File: src/rtl/buzzer_seq_if.sv
// Buzzer sequencer control/status bundle: table load port, playback controls, status and pin.
// Latency: none, wires only.
// Backpressure: none; the application drives table writes and start/stop, and the sequencer reports busy/done.
interface buzzer_seq_if #(
    parameter int AW    = 4,
    parameter int HP_W  = 16,
    parameter int DUR_W = 8
) ();
    // table load port
    logic             wr_en;
    logic [AW-1:0]    wr_addr;
    logic [HP_W-1:0]  wr_half;
    logic [DUR_W-1:0] wr_dur;

    // playback control
    logic             start;
    logic             stop;
    logic             loop;

    // status and pin
    logic             busy;
    logic             done;
    logic [AW-1:0]    note_idx;
    logic             buzzer;

    // application side: loads tunes, triggers and observes playback
    modport master (
        output wr_en, wr_addr, wr_half, wr_dur, start, stop, loop,
        input  busy, done, note_idx, buzzer
    );

    // sequencer side
    modport slave (
        input  wr_en, wr_addr, wr_half, wr_dur, start, stop, loop,
        output busy, done, note_idx, buzzer
    );
endinterface

File: src/rtl/buzzer_seq.sv
// Melody sequencer: plays a note table (half-period, duration) as a square wave on the buzzer pin.
// Latency: busy rises 1 cycle after start; each note costs 2 silent cycles (fetch, decode) plus dur*TICK_DIV cycles.
// Backpressure: none; start is ignored while busy, stop aborts from any active state on the next cycle.
module buzzer_seq #(
    parameter int TICK_DIV = 10000,
    parameter int DEPTH    = 16,
    parameter int AW       = 4,
    parameter int HP_W     = 16,
    parameter int DUR_W    = 8
) (
    input  logic         clk,
    input  logic         resetn,
    buzzer_seq_if.slave  bus
);

    // tick counter must hold TICK_DIV-1; keep at least one bit when TICK_DIV is 1
    localparam int TW = (TICK_DIV > 1) ? $clog2(TICK_DIV) : 1;
    localparam logic [TW-1:0]    TICK_MAX = TW'(TICK_DIV - 1);
    localparam logic [AW-1:0]    LAST_IDX = AW'(DEPTH - 1);
    localparam logic [DUR_W-1:0] DUR_ONE  = DUR_W'(1);
    localparam logic [HP_W-1:0]  HP_ONE   = HP_W'(1);

    typedef enum logic [1:0] {
        S_IDLE   = 2'd0,
        S_FETCH  = 2'd1,
        S_DECODE = 2'd2,
        S_PLAY   = 2'd3
    } state_t;

    state_t           state_q, state_d;
    logic [AW-1:0]    note_idx_q, note_idx_d;
    logic [TW-1:0]    tick_cnt_q, tick_cnt_d;
    logic [HP_W-1:0]  half_cnt_q, half_cnt_d;
    logic [DUR_W-1:0] dur_cnt_q, dur_cnt_d;
    logic             buzzer_q, buzzer_d;
    logic             busy_q, busy_d;
    logic             done_q, done_d;

    // note currently decoded/playing; captured once per fetch so table
    // writes to this entry only show up on its next fetch
    logic [HP_W-1:0]  rd_half_q, rd_half_d;
    logic [DUR_W-1:0] rd_dur_q, rd_dur_d;

    // note table storage (not reset)
    logic [HP_W-1:0]  mem_half_q [DEPTH];
    logic [DUR_W-1:0] mem_dur_q  [DEPTH];

    // decision helpers produced by the next-state logic
    logic             end_song;
    logic             last_cycle;

    // table write port, accepted in every state
    always_ff @(posedge clk) begin
        if (bus.wr_en) begin
            mem_half_q[bus.wr_addr] <= bus.wr_half;
            mem_dur_q[bus.wr_addr]  <= bus.wr_dur;
        end
    end

    // state, counters, read register and registered outputs
    always_ff @(posedge clk or negedge resetn) begin
        if (!resetn) begin
            state_q    <= S_IDLE;
            note_idx_q <= '0;
            tick_cnt_q <= '0;
            half_cnt_q <= '0;
            dur_cnt_q  <= '0;
            buzzer_q   <= 1'b0;
            busy_q     <= 1'b0;
            done_q     <= 1'b0;
            rd_half_q  <= '0;
            rd_dur_q   <= '0;
        end else begin
            state_q    <= state_d;
            note_idx_q <= note_idx_d;
            tick_cnt_q <= tick_cnt_d;
            half_cnt_q <= half_cnt_d;
            dur_cnt_q  <= dur_cnt_d;
            buzzer_q   <= buzzer_d;
            busy_q     <= busy_d;
            done_q     <= done_d;
            rd_half_q  <= rd_half_d;
            rd_dur_q   <= rd_dur_d;
        end
    end

    // next-state, counter and output decode
    always_comb begin
        state_d    = state_q;
        note_idx_d = note_idx_q;
        tick_cnt_d = tick_cnt_q;
        half_cnt_d = half_cnt_q;
        dur_cnt_d  = dur_cnt_q;
        rd_half_d  = rd_half_q;
        rd_dur_d   = rd_dur_q;
        buzzer_d   = 1'b0;   // silent everywhere except PLAY
        done_d     = 1'b0;
        end_song   = 1'b0;
        last_cycle = 1'b0;

        case (state_q)
            S_IDLE: begin
                if (bus.start && !bus.stop) begin
                    note_idx_d = '0;
                    state_d    = S_FETCH;
                end
            end

            S_FETCH: begin
                rd_half_d = mem_half_q[note_idx_q];
                rd_dur_d  = mem_dur_q[note_idx_q];
                state_d   = S_DECODE;
            end

            S_DECODE: begin
                if (rd_dur_q == '0) begin
                    end_song = 1'b1;
                end else begin
                    dur_cnt_d  = rd_dur_q;
                    tick_cnt_d = '0;
                    half_cnt_d = '0;
                    state_d    = S_PLAY;
                end
            end

            S_PLAY: begin
                buzzer_d = buzzer_q;

                // duration timing: dur ticks of TICK_DIV clocks each
                if (tick_cnt_q == TICK_MAX) begin
                    tick_cnt_d = '0;
                    dur_cnt_d  = dur_cnt_q - DUR_ONE;
                    last_cycle = (dur_cnt_q == DUR_ONE);
                end else begin
                    tick_cnt_d = tick_cnt_q + 1'b1;
                end

                // tone: toggle every half clocks; a zero half-period is a rest
                if (rd_half_q != '0) begin
                    if (half_cnt_q == rd_half_q - HP_ONE) begin
                        buzzer_d   = ~buzzer_q;
                        half_cnt_d = '0;
                    end else begin
                        half_cnt_d = half_cnt_q + 1'b1;
                    end
                end

                if (last_cycle) begin
                    buzzer_d   = 1'b0;
                    half_cnt_d = '0;
                    if (note_idx_q == LAST_IDX) begin
                        // table exhausted without a marker: behave as end-of-song
                        end_song = 1'b1;
                    end else begin
                        note_idx_d = note_idx_q + 1'b1;
                        state_d    = S_FETCH;
                    end
                end
            end

            default: begin
                state_d = S_IDLE;
            end
        endcase

        // end-of-song: loop back unless that would replay an empty song from entry 0
        if (end_song) begin
            if (bus.loop && (note_idx_q != '0)) begin
                note_idx_d = '0;
                state_d    = S_FETCH;
            end else begin
                state_d = S_IDLE;
                done_d  = 1'b1;
            end
        end

        // abort overrides everything; note_idx keeps the entry that was active
        if (bus.stop && (state_q != S_IDLE)) begin
            state_d    = S_IDLE;
            note_idx_d = note_idx_q;
            buzzer_d   = 1'b0;
            done_d     = 1'b0;
        end

        busy_d = (state_d != S_IDLE);
    end

    assign bus.busy     = busy_q;
    assign bus.done     = done_q;
    assign bus.note_idx = note_idx_q;
    assign bus.buzzer   = buzzer_q;

endmodule
File: src/flat_wrapper.sv
// flat-port wrapper written by rule: the top's interface ports become plain ports
module buzzer_seq_flat 
#(
    parameter int TICK_DIV = 10000,
    parameter int DEPTH    = 16,
    parameter int AW       = 4,
    parameter int HP_W     = 16,
    parameter int DUR_W    = 8
)
  (clk, resetn, bus_wr_en, bus_wr_addr, bus_wr_half, bus_wr_dur, bus_start, bus_stop, bus_loop, bus_busy, bus_done, bus_note_idx, bus_buzzer);
  buzzer_seq_if #(.AW(AW), .HP_W(HP_W), .DUR_W(DUR_W)) bus_i ();
  input  logic clk;
  input  logic resetn;
  input wire logic [$bits(bus_i.wr_en)-1:0] bus_wr_en;
  input wire logic [$bits(bus_i.wr_addr)-1:0] bus_wr_addr;
  input wire logic [$bits(bus_i.wr_half)-1:0] bus_wr_half;
  input wire logic [$bits(bus_i.wr_dur)-1:0] bus_wr_dur;
  input wire logic [$bits(bus_i.start)-1:0] bus_start;
  input wire logic [$bits(bus_i.stop)-1:0] bus_stop;
  input wire logic [$bits(bus_i.loop)-1:0] bus_loop;
  output wire logic [$bits(bus_i.busy)-1:0] bus_busy;
  output wire logic [$bits(bus_i.done)-1:0] bus_done;
  output wire logic [$bits(bus_i.note_idx)-1:0] bus_note_idx;
  output wire logic [$bits(bus_i.buzzer)-1:0] bus_buzzer;
  assign bus_i.wr_en = bus_wr_en;
  assign bus_i.wr_addr = bus_wr_addr;
  assign bus_i.wr_half = bus_wr_half;
  assign bus_i.wr_dur = bus_wr_dur;
  assign bus_i.start = bus_start;
  assign bus_i.stop = bus_stop;
  assign bus_i.loop = bus_loop;
  assign bus_busy = bus_i.busy;
  assign bus_done = bus_i.done;
  assign bus_note_idx = bus_i.note_idx;
  assign bus_buzzer = bus_i.buzzer;
  buzzer_seq #(.TICK_DIV(TICK_DIV), .DEPTH(DEPTH), .AW(AW), .HP_W(HP_W), .DUR_W(DUR_W)) u_core (.clk(clk), .resetn(resetn), .bus(bus_i));
endmodule
File: config.mk
export PLATFORM = sky130hd
export DESIGN_NAME = buzzer_seq_flat
export DESIGN_NICKNAME = d
export VERILOG_FILES = /design/src/rtl/buzzer_seq_if.sv /design/src/rtl/buzzer_seq.sv /design/src/flat_wrapper.sv
export SDC_FILE = /design/constraint.sdc
export NUM_CORES = 1
export LEC_CHECK = 0
export BUFFER_PORTS_ARGS = -buffer_cell sky130_fd_sc_hd__buf_2
export CORE_UTILIZATION = 32
export DETAILED_ROUTE_END_ITERATION = 16
export SETUP_SLACK_MARGIN = 0.02
export SKIP_CTS_REPAIR_TIMING = 1
export SYNTH_ARGS = -nofsm -noshare
export SYNTH_HDL_FRONTEND = slang
export SYNTH_SLANG_ARGS = --single-unit
File: constraint.sdc
create_clock -name clk -period 2.5 [get_ports clk]
set_input_delay 0.5 -clock clk [delete_from_list [all_inputs] [get_ports clk]]
set_output_delay 0.5 -clock clk [all_outputs]
set_load 0.05 [all_outputs]
Yosys cells after proc, flatten, opt, wreduce, memory -nomap -nowiden
Memories as Yosys holds them, arrays and structs flattened. A register that Yosys moved wholly into a read port is not among the register bits.
Cells that the tools add are included.
{"block": "word_totals", "regBits": 47, "mem_bits_rw": 384, "in_bits": 34, "mem_count": 2}
{"memory": "u_core.mem_half_q", "depth": 16, "word_bits": 16, "rd": 1, "rd_clocked_by_memory_dff": 1, "wr": 1, "line_no": "buzzer_seq.sv:45", "source": "logic [HP_W-1:0] mem_half_q [DEPTH];"}
{"memory": "u_core.mem_dur_q", "depth": 16, "word_bits": 8, "rd": 1, "rd_clocked_by_memory_dff": 1, "wr": 1, "line_no": "buzzer_seq.sv:46", "source": "logic [DUR_W-1:0] mem_dur_q [DEPTH];"}
{"block": "op_classes", "n_addsub": 5, "eq_ne": 12, "mux": 41, "n_bitwise": 1, "reduce_logical": 17}
{"cell": "16-bit 2-to-1 mux", "count": 4}
{"cell": "16-bit one-hot mux with 2 select lines", "count": 1}
{"cell": "14-bit 2-to-1 mux", "count": 2}
{"cell": "14-bit one-hot mux with 2 select lines", "count": 1}
{"cell": "4-bit 2-to-1 mux", "count": 5}
{"cell": "16-bit by 1-bit adder with 16-bit output, second input constant", "count": 1}
{"cell": "16-bit equality test", "count": 1}
{"cell": "1-bit 2-to-1 mux", "count": 16}
{"cell": "8-bit 2-to-1 mux", "count": 2}
{"cell": "8-bit one-hot mux with 2 select lines", "count": 1}
{"cell": "16-bit nonzero test", "count": 1}
{"cell": "16-bit by 1-bit subtractor with 16-bit output, second input constant", "count": 1}
{"cell": "14-bit by 1-bit adder with 14-bit output, second input constant", "count": 1}
{"cell": "14-bit equality test, second input constant", "count": 1}
{"cell": "2-bit 2-to-1 mux", "count": 6}
{"cell": "8-bit by 1-bit equality test with 1-bit output, second input constant", "count": 1}
{"cell": "8-bit logical NOT", "count": 1}
{"cell": "4-bit by 1-bit inequality test with 1-bit output, second input constant", "count": 2}
{"cell": "2-bit one-hot mux with 4 select lines", "count": 1}
{"cell": "4-bit one-hot mux with 2 select lines", "count": 1}
{"cell": "8-bit by 1-bit subtractor with 8-bit output, second input constant", "count": 1}
{"cell": "3-bit AND reduction", "count": 2}
{"cell": "2-bit nonzero test", "count": 3}
{"cell": "4-bit by 1-bit adder with 4-bit output, second input constant", "count": 1}
{"cell": "other kinds (13)", "count": 19}

Longest topological paths before layout
{"block": "logic_depth", "ltp_word": 8, "mapped_depth": 10}

Least setup slack after synthesis
OpenSTA, ideal clock, no wires.
{"block": "synth_timing", "path_type": "input to register", "startpoint": "input bus_wr_addr[3]", "endpoint": "memory u_core.mem_dur_q[0][0] (enable)", "setup_time_ps": 435, "arrival_time_ps": 2682, "required_time_ps": 2065, "setup_slack_ps": -617, "path_stages": 2, "n_path_buf": 0, "cell_sequence": "or3b_2 nor3_1"}
{"item": "from (decl)", "line_no": "flat_wrapper.sv:15", "source": "input wire logic [$bits(bus_i.wr_addr)-1:0] bus_wr_addr;"}
{"item": "to (decl)", "line_no": "buzzer_seq.sv:46"}
No word-level cell before the write port.

Final worst setup path
{"block": "layout_timing", "startpoint": "register u_core.rd_dur_q[5] (read register of u_core.mem_dur_q)", "endpoint": "register u_core.half_cnt_q[3]"}
{"block": "layout_between", "elab_chain_len": 3}
{"item": "from (decl)", "line_no": "buzzer_seq.sv:42", "source": "logic [DUR_W-1:0] rd_dur_q, rd_dur_d;"}
{"item": "8-bit logical NOT", "line_no": "buzzer_seq.sv:116", "source": "if (rd_dur_q == '0) begin"}
{"item": "2-bit inequality test (no source line)"}
{"item": "3-bit AND reduction (no source line)"}
{"item": "to (signal assigned)", "line_no": "buzzer_seq.sv:77", "source": "half_cnt_q <= half_cnt_d;"}
{"item": "to (decl)", "line_no": "buzzer_seq.sv:33", "source": "logic [HP_W-1:0] half_cnt_q, half_cnt_d;"}
No other way between the ends.
A chain may end at the register's enable or synchronous reset.

==> metrics.txt <==
result of the run=completed; number of register bits inferred by synthesis=455; worst path setup slack after routing=0.1394 ns; number of sinks on the clock net=455; die height=244.9 um; Post-Route Utilization=0.3880; TritonCTS clock tree=built; HP Class=input port to flip-flop; WHS Path Cells=1; number of instances in the synthesized netlist=1174; horizontal extent of the die=244.9 um; share of cell area taken by muxes after synthesis=0.1217; number of antenna violations at the first check in global routing=5; clock-pin slew reported for the worst setup and hold paths after clock tree synthesis=0.06 ns; Detailed Route Iter0 Violations=706; hold path startpoint=bus_wr_dur[4]; Syn. warnings=0; Cell Count Post-Placement=1986; dominant synthesized flop cell=edfxtp_1; Setup Viol. Count Final=0; Hold Slack=0.2798 ns; critical path class=flip-flop to flip-flop; cells taking the most area after synthesis=edfxtp_1 61%, dfrtp_1 9.4%, mux4_2 5.7%; EDFF count, synth=384; Crit path arrival time=2.81 ns; number of nets in the synthesized netlist=1220; power density cells=842.2 nW/um^2; Worst R2R Setup Slack=0.14 ns; routed len/inst=20.43 um; synthesized-area fraction occupied by and/or/nand/nor cells=0.06169; Initial Utilization=0.3254; transition time of the tightest slew-check pin=0.5564 ns; first-pass GRT wire length=64610 um; Boundary Pins=41; synthesized area=18880 sq um; Die Area=59990 sq um; startpoint of the most critical register-to-register path=u_core.rd_dur_q[5]; PortBufs=40; post-route minimum period=2.361 ns; Final Max Tran Viols=0; area growth from synthesis to final layout=19.22%; sequential-to-total area share from yosys stat=0.7047; Final Wtd Congestion=0.8349; setup repair after global routing missed its margin=false; Fin Clk Skew=0.01774 ns; vias in the first global route=10780; number of library cell types mapped by synthesis=61; per-cell via count in the routed design=5.131; endpoint of the lowest-slack register-to-register path=u_core.half_cnt_q[3]; count of H-tree levels built during CTS=2; reported leakage power=7.184 nW; largest area contributor in the netlist=edfxtp_1; half-perimeter wire length after placement=24030 um; largest driver fanout on the critical path=20; Async SR Flop Fraction=0.1560; Clock Latency Late Sink=0.58 ns; remaining antenna violation count=0; fraction of the mapped netlist area in compound gates=0.07017; drt drc=0; maximum achievable frequency=423.6 MHz; count of cells along the worst register-to-register path=9; Place WS=-0.1896 ns; worst ir drop on vdd=0.0004749 V; maximum capacitance violations=0; CTS Buf Count=48; final worst path period share=0.9442; Post-Syn Area per Cell=16.08 sq um; Critical Path End Type=flip-flop; number of buffers on the longest clock path=3; overall overflow remaining after global route=0; adder-cell area share of the yosys netlist=0.008481; Core ar.=58030 sq um; type of element launching the critical path=flip-flop; clock root buffer master=clkbuf_16; share of the synthesized area in the top cell type=0.6107; Overall Power=18.96 mW; final-report hold violation count=0; global-route usage over all layers=0.1422; sum of routed wire length over all layers=42470 um; largest net degree at the start of global routing=50; Cell Count, Final, Fillers Out=2079; Site Rows=88; total iterations of the first detailed-routing run=5; net count reported at finish=1320; main combinational cell family by area after synthesis=multiplexers; hold endpoint=u_core.mem_dur_q[8][4]; share of layout cells above drive strength 1=0.2241; number of vias in the routed layout=10670; required time of the worst setup path=2.95 ns; XOR/XNOR Fraction of Synth Area=0.01577; worst slew margin relative to its limit=0.6262
==> cells in the mapped netlist (4+ instances only) <==
| master | instances |
|---|---|
| ha_1 | 12 |
| clkbuf_1 | 34 |
| nand4_1 | 11 |
| nand4b_1 | 4 |
| and3_1 | 14 |
| nor4_1 | 8 |
| o21ai_0 | 39 |
| edfxtp_1 | 384 |
| buf_2 | 11 |
| xnor2_1 | 18 |
| xor2_1 | 16 |
| mux4_2 | 48 |
| a21oi_1 | 54 |
| mux2i_1 | 98 |
| mux2_2 | 21 |
| o211ai_1 | 6 |
| a31oi_1 | 7 |
| dfrtp_1 | 71 |
| o221ai_1 | 48 |
| nand2_1 | 69 |
| nand2b_1 | 7 |
| inv_1 | 21 |
| o22ai_1 | 31 |
| nor3_1 | 20 |
| nor2_1 | 33 |
| or3_1 | 6 |
| nor2b_1 | 5 |
| buf_1 | 14 |
| nand3_1 | 18 |
==> worst max path at each step <==
stage	start	slack, ns	end	cells after the start
floorplan	u_core.bus.note_idx[0]	0.03	u_core.bus.note_idx[3]	10
global placement	u_core.tick_cnt_q[7]	-0.16	u_core.dur_cnt_q[0]	5
detailed placement	u_core.tick_cnt_q[7]	-0.19	u_core.dur_cnt_q[1]	5
CTS	u_core.tick_cnt_q[7]	-0.23	u_core.dur_cnt_q[0]	5
global route	u_core.rd_half_q[0]	0.01	u_core.half_cnt_q[4]	11
finish	u_core.rd_dur_q[5]	0.14	u_core.half_cnt_q[3]	9
==> registers in the layout, summed over array words and instances, names as in the netlist <==
signal	count
u_core.state_q	2
u_core.bus.done	1
u_core.dur_cnt_q	8
u_core.rd_half_q	16
u_core.tick_cnt_q	14
u_core.bus.note_idx	4
u_core.mem_half_q	256
u_core.bus.busy	1
u_core.rd_dur_q	8
u_core.half_cnt_q	16
u_core.bus.buzzer	1
u_core.mem_dur_q	128
==> worst max-delay path: stages (launching register included) <==
cell and delay [ns]:
dfrtp_1 0.40, nor4_1 0.50, buf_4 0.21, nand3_1 0.09
o21ai_1 0.30, a21oi_1 0.08, buf_4 0.22, and3_1 0.18
o211ai_1 0.15, o21ai_0 0.10
==> metal layers <==
layer	global-route usage	routed length, um	up-vias
li1	-	-	4876
met1	0.1963	19050	5440
met2	0.2290	20220	280
met3	0.02252	2233	68
met4	0.04577	932	4
met5	0	28	-
==> placed cells by master (no fill, tap or decap), types with 8 or more instances in the layout <==
cell type,count
o21ai_0,39
and3_1,14
inv_1,20
bufinv_16,8
nor3_1,12
buf_4,44
clkbuf_1,10
xnor2_1,18
xor2_1,16
ha_1,11
nor2_4,12
edfxtp_1,384
nand3_1,18
clkinv_2,8
o221ai_1,48
o22ai_1,31
a21oi_1,52
mux2i_1,98
clkbuf_16,48
buf_2,39
nor2_1,21
mux4_2,48
nand4_1,11
buf_12,25
clkinv_1,10
dfrtp_1,69
mux2_2,21
nand2_1,65
==> stage by stage <==
stage	TNS [ns]	area [sq um]
after global routing	0	22510
final	0	22510
after floorplan	0	18910
after detailed placement	-1.534	20760
after CTS	-1.908	22400
after global placement	-1.022	20760
==> area by class of cell <==
| cell class | count | area, sq um |
|---|---|---|
| diodes | 2 | 5.005 |
| clock buffers | 60 | 1266 |
| clock inverters | 28 | 372.9 |
| fillers | 5252 | 35510 |
| inverters | 22 | 82.58 |
| multi-input cells | 637 | 5469 |
| flip-flops and latches | 455 | 13310 |
| well taps | 765 | 957.2 |
| repair buffers | 110 | 1047 |
==> logic make-up after synthesis <==
| kind of cell | after synthesis |
|---|---|
| AOI/OAI and AO/OA | 204 |
| xor gates and xnor gates | 34 |
| adders and majority gates | 13 |
| buffers and inverters | 82 |
| DFF | 455 |
| muxes | 167 |
| and+or+nand+nor | 219 |
==> report_power, final <==
| part | switching (mW) | internal (mW) |
|---|---|---|
| logic | 1.45 | 1.12 |
| clock network | 2.90 | 4.43 |
| registers | 0.378 | 8.68 |
| total | 4.73 | 14.2 |
Note: power is estimated with default switching activity, not from simulation.
